==> config.mk <==
export PLATFORM = sky130hd
export DESIGN_NAME = uart_pkt_tx
export DESIGN_NICKNAME = d
export VERILOG_FILES = /design/src/rtl/uart_pkt_tx.sv
export SDC_FILE = /design/constraint.sdc
export NUM_CORES = 1
export LEC_CHECK = 0
export BUFFER_PORTS_ARGS = -buffer_cell sky130_fd_sc_hd__buf_2
export CAP_MARGIN = 15
export CORE_MARGIN = 5
export CORE_UTILIZATION = 60
export CTS_CLUSTER_SIZE = 10
export DETAILED_ROUTE_END_ITERATION = 8
export GPL_ROUTABILITY_DRIVEN = 0
export PLACE_DENSITY = 0.95
export SETUP_SLACK_MARGIN = 0.3
export SYNTH_ARGS = -nofsm -noshare
export SYNTH_HDL_FRONTEND = slang
export SYNTH_SLANG_ARGS = --single-unit
==> constraint.sdc <==
create_clock -name clk -period 2.7 [get_ports clk]
set_input_delay 0.405 -clock clk [delete_from_list [all_inputs] [get_ports clk]]
set_output_delay 0.405 -clock clk [all_outputs]
set_load 0.005 [all_outputs]
==> src/rtl/uart_pkt_tx.sv <==
// Packet UART transmitter: sends NUM_BYTES of payload as back-to-back 8N1 frames,
// most-significant byte first and LSB first within each byte; busy while in flight.
module uart_pkt_tx #(
  parameter int NUM_BYTES    = 36,
  parameter int CLKS_PER_BIT = 16
) (
  input  logic                   clk,
  input  logic                   rst,
  input  logic                   send_data,
  input  logic [NUM_BYTES*8-1:0] tx_data,
  output logic                   serial_out,
  output logic                   busy,
  output logic                   done
);

  localparam int PW = NUM_BYTES * 8;
  localparam int TW = (CLKS_PER_BIT > 1) ? $clog2(CLKS_PER_BIT) : 1;
  localparam int BW = (NUM_BYTES > 1) ? $clog2(NUM_BYTES) : 1;
  localparam logic [TW-1:0] TIMER_LAST = TW'(CLKS_PER_BIT - 1);
  localparam logic [BW-1:0] BYTE_LAST  = BW'(NUM_BYTES - 1);

  typedef enum logic [1:0] {IDLE, START, DATA, STOP} state_t;

  state_t          state;
  state_t          state_nxt;
  logic [TW-1:0]   timer;
  logic [2:0]      bit_idx;
  logic [BW-1:0]   byte_cnt;
  logic [PW-1:0]   pkt_sr;
  logic [7:0]      byte_sr;
  logic            tick;
  logic            last_byte;
  logic            accept;

  assign tick      = (timer == TIMER_LAST);
  assign last_byte = (byte_cnt == BYTE_LAST);

  always_ff @(posedge clk) begin
    if (rst) begin
      state <= IDLE;
    end else begin
      state <= state_nxt;
    end
  end

  always_comb begin
    state_nxt  = state;
    serial_out = 1'b1;
    busy       = 1'b1;
    done       = 1'b0;
    accept     = 1'b0;
    case (state)
      IDLE: begin
        busy = 1'b0;
        if (send_data) begin
          accept    = 1'b1;
          state_nxt = START;
        end
      end
      START: begin
        serial_out = 1'b0;
        if (tick) state_nxt = DATA;
      end
      DATA: begin
        serial_out = byte_sr[0];
        if (tick && bit_idx == 3'd7) state_nxt = STOP;
      end
      STOP: begin
        if (tick) begin
          if (last_byte) begin
            state_nxt = IDLE;
            done      = ~rst;  // a reset in the final cycle must not report completion
          end else begin
            state_nxt = START;
          end
        end
      end
      default: state_nxt = IDLE;
    endcase
  end

  // The next byte is pulled from the top of the packet register as its start bit ends.
  always_ff @(posedge clk) begin
    if (rst) begin
      timer    <= '0;
      bit_idx  <= '0;
      byte_cnt <= '0;
      pkt_sr   <= '0;
      byte_sr  <= '0;
    end else begin
      if (state == IDLE) begin
        timer <= '0;
      end else begin
        timer <= tick ? '0 : timer + 1'b1;
      end
      case (state)
        IDLE: begin
          bit_idx  <= '0;
          byte_cnt <= '0;
          if (accept) pkt_sr <= tx_data;
        end
        START: begin
          if (tick) begin
            byte_sr <= pkt_sr[PW-1 -: 8];
            pkt_sr  <= pkt_sr << 8;
          end
        end
        DATA: begin
          if (tick) begin
            byte_sr <= byte_sr >> 1;
            bit_idx <= bit_idx + 3'd1;
          end
        end
        STOP: begin
          if (tick && !last_byte) byte_cnt <= byte_cnt + 1'b1;
        end
        default: ;
      endcase
    end
  end

endmodule

# Word level (Yosys, flattened, before mapping)
# Index checks and enable logic that the tools add are counted.
dict set report totals {
  reg_bits 311
  inputBits 291
  out_inout_bits 3
  elab_cells 60
}
dict set report op_classes {
  addsub 3
  eq_ne 13
  n_mux 23
  bitwise_logic 1
  n_reduce_logical 14
}
# operator count
set op_table {}
lappend op_table {{288-bit 2-to-1 mux} 2}
lappend op_table {{288-bit case mux with 2 select lines} 1}
lappend op_table {{8-bit 2-to-1 mux} 2}
lappend op_table {{8-bit case mux with 2 select lines} 1}
lappend op_table {{2-bit inequality test, second input constant} 7}
lappend op_table {{6-bit case mux with 2 select lines} 1}
lappend op_table {{2-bit 2-to-1 mux} 4}
lappend op_table {{2-bit case mux with 4 select lines} 1}
lappend op_table {{2-bit nonzero test} 4}
lappend op_table {{1-bit 2-to-1 mux} 7}
lappend op_table {{6-bit by 1-bit adder with 6-bit output, second input constant} 1}
lappend op_table {{6-bit equality test, second input constant} 1}
lappend op_table {{6-bit 2-to-1 mux} 1}
lappend op_table {{3-bit case mux with 2 select lines} 1}
lappend op_table {{3-bit AND reduction} 2}
lappend op_table {{4-bit by 1-bit adder with 4-bit output, second input constant} 1}
lappend op_table {{2-bit equality test, second input constant} 2}
lappend op_table {{4-bit equality test, second input constant} 1}
lappend op_table {{2-bit AND reduction} 2}
lappend op_table {{4-bit AND reduction} 1}
lappend op_table {{3-bit by 1-bit adder with 3-bit output, second input constant} 1}
lappend op_table {{3-bit equality test, second input constant} 1}
lappend op_table {{3-bit 2-to-1 mux} 1}
lappend op_table {{3-bit OR reduction} 1}
lappend op_table {{other kinds (6)} 7}

# Depth between registers and ports, before layout
dict set report logic_depth {
  depth_word 5
  depth_mapped 10
  depth_no_buf 6
}

# Worst setup path before layout
# Ideal clock, no wire load.
dict set report synth_path {
  path_type {reg-to-output}
  from {register timer[0]}
  to {output port done}
  arrival_ns 1.479
  setup_slack_ns 0.816
  stages_incl_launch_ff 7
  cell_sequence {dfxtp_1 -> ha_1 -> and3_1 -> clkbuf_1 -> clkbuf_1 -> nand2_1 -> nor4_1}
}
dict set report synth_via {
  elab_chain_cells 3
}
# item line_no
set synth_lines {}
lappend synth_lines {{start, declared} 26} ;# logic [TW-1:0] timer;
lappend synth_lines {{start signal, assigned} 94} ;# timer <= tick ? '0 : timer + 1'b1;
lappend synth_lines {{4-bit equality test} 35} ;# assign tick = (timer == TIMER_LAST);
lappend synth_lines {{1-bit 2-to-1 mux} 69} ;# if (tick) begin
lappend synth_lines {{1-bit 2-to-1 mux} 52} ;# case (state)
lappend synth_lines {{end, declared} 13} ;# output logic done
# No other way between the ends.

# Final worst setup path
dict set report layout_path {
  from {register byte_cnt[1]}
  to {output port done}
}
dict set report layout_via {
  elab_chain_cells 4
}
# item line_no
set layout_lines {}
lappend layout_lines {{start, declared} 28} ;# logic [BW-1:0] byte_cnt;
lappend layout_lines {{start signal, assigned} 115} ;# if (tick && !last_byte) byte_cnt <= byte_cnt + 1'b1;
lappend layout_lines {{6-bit equality test} 36} ;# assign last_byte = (byte_cnt == BYTE_LAST);
lappend layout_lines {{1-bit 2-to-1 mux} 70} ;# if (last_byte) begin
lappend layout_lines {{1-bit 2-to-1 mux} 69}
lappend layout_lines {{1-bit 2-to-1 mux} 52}
# No other way between the ends.

==> results.ini <==
[pwr]
power_density_nw_per_um2=1300
p_total_uw=22700
ir_worst_vdd_mv=0.903
leakage_uw=0.00668

[placed_design]
hpwl_mm=24.4
place_inst=1926
portBuffers=293
post-place-ws_ns=0.409

[detailed_routing]
drc=0
viasPerCell=5.91
drtAntennaViolNets=0
drt_iter0_drc=870
vias=11800
drt-wirelength-per-cell_um=18.9
wirelength_mm=37.6
first_pass_iters=5

[finish]
final-instance-count-excl-fill=1989
layout-drive-gt1-share_pct=34.1
final_common_cell=dfxtp_1
fill_cells=1581
syn2layout_area_growth_pct=19.0
final_util_pct=72.2
layout_common_cells=309 x dfxtp_1, 297 x nor2_1, 292 x buf_2
nets=1946

[critical_path]
cp_max_fo=4
reg2reg_depth=8
rr_endpoint=pkt_sr[43]
crit_arrival_ns=1.94
path_class=reg -> out
end_kind=output pin
crit_required_ns=2.30
r2r_start=state[1]
startpoint_type=register
rrSetupSlack_ns=0.38

[global_routing]
overflow=0
grt_max_degree=116
globalRouteTotalUtil_pct=24.5
antenna_found_initial=12
grt_pass1_vias=12000
grt_pass1_wl_mm=57.6

[synth]
yosysUniqueCellTypes=37
ys_seq_area_share_pct=42.3
async_flop_share_pct=0
synth-edff-count=0
synthesis.instances=1420
syn_avg_cell_area_sq_um=10.4
synth_fp_nets=1719
ys.flop_type=dfxtp_1
yosys_warnings=0
synth_area_sq_um=14700
synth_seq_cells=311

[clocking]
cts_root_buf=clkbuf_16
cts.sink_count=311
cts_tree=built
clock_latency_ns=0.51
clk_path_buf_depth=3
path_clk_slew_ns=0.05
htreeDepth=2
holdBufCountCts=0
cts_buffers=37

[sta]
finalSetupViolCount=0
max_freq_mhz=426
rsz0062_at_grt=yes
skew_ns=0.0184
hold_viol_final=0
worst_pin_slew_ns=1.05
fin_ws_ns=0.354
fin_crit_ns=2.35
fin_crit_sh_pct=86.9
max_slew_margin_pct=30.3
finalSetupTns_ns=0
drv_slew=0

[hold_path]
min_from=tx_data[7]
min_path_type=in -> reg
min_to=pkt_sr[7]
min_path_cells=3

[floorplan]
fp.coreArea_sq_um=24200
die_width_um=167
ios=294
start_util_pct=60.7
die_y_um=167
row_count=57
die_area_sq_um=27700

[status]
status=completed

[job]
maxCapViolations=0

[flip-flops by register name (all words and copies together) (netlist names)]
name	count
bit_idx	3
byte_cnt	6
byte_sr	8
pkt_sr	288
state	2
timer	4
[cell families after synthesis]
logic type / count (synthesis) / synth area share [%]
and+or+nand+nor: 348 / 9.60
buffers and inverters: 142 / 5.29
adders and majority gates: 8 / 0.681
AOI/OAI and AO/OA: 318 / 22.2
DFF: 311 / 42.3
muxes: 291 / 19.8
xor gates and xnor gates: 2 / 0.119
[timing repair]
action                     in CTS  in global routing
setup endpoints to repair       2                 29
gates cloned                    0                  5
pin swaps                       2                  0
resized for setup               8                  7
buffers inserted                0                  1
[Yosys cell counts, types with 5 or more instances]
cell | n | share of area (%)
nand3b_1 | 10 | 0.51
mux2i_1 | 289 | 20
a211oi_2 | 183 | 16
dfxtp_1 | 311 | 42
a21oi_1 | 16 | 0.54
buf_6 | 8 | 0.61
buf_4 | 41 | 2.1
clkbuf_1 | 63 | 1.6
nor2_1 | 297 | 7.6
buf_2 | 25 | 0.85
o21ai_0 | 5 | 0.17
ha_1 | 8 | 0.68
nand2_1 | 16 | 0.41
a211oi_1 | 106 | 5.4
[metrics by stage]
step / hold slack, ns / area [sq um]
finish: 0.184 / 17500
global route: 0.181 / 17500
CTS: 0.158 / 17300
detailed placement: 0.451 / 16200
global placement: 0.439 / 16200
floorplan: 0.432 / 14700
[final cells by class]
type	count	area, sq um	area share, %
multi-input cells	967	7750	44.3
clock inverters	1	16.3	0.0929
repair buffers	326	2050	11.7
well taps	324	405	2.32
inverters	4	15.0	0.0858
diodes	12	30.0	0.172
flip-flops and latches	311	6230	35.6
clock buffers	44	1000	5.73
[per-layer routing]
metal  track usage (%)  wire (um)  vias up
met5                 0          7        -
met4              10.5       1490        2
met3              5.29       2250      120
met2              42.6      18800      417
met1              29.3      15100     5601
li1                  -          -     5615
[worst max path at each step]
stage                      from           to  slack, ns
floorplan              timer[0]         done       0.82
global route           state[1]   pkt_sr[43]       0.23
CTS                    state[0]         done       0.28
finish              byte_cnt[1]         done       0.35
global placement    byte_cnt[0]         done       0.53
detailed placement     state[0]  pkt_sr[220]       0.41
[critical path: stages, from the launching register on]
cell,delay (ns)
dfxtp_1,0.36
ha_2,0.21
or4bb_4,0.50
nor4_4,0.18
buf_2,0.19
[report_power, final]
part / leakage [uW] / switching, uW / internal (uW)
clock network: 0.000500 / 1770 / 2580
logic: 0.00360 / 6460 / 4740
registers: 0.00257 / 915 / 6230
No activity file was read; power rests on OpenSTA's default activity.
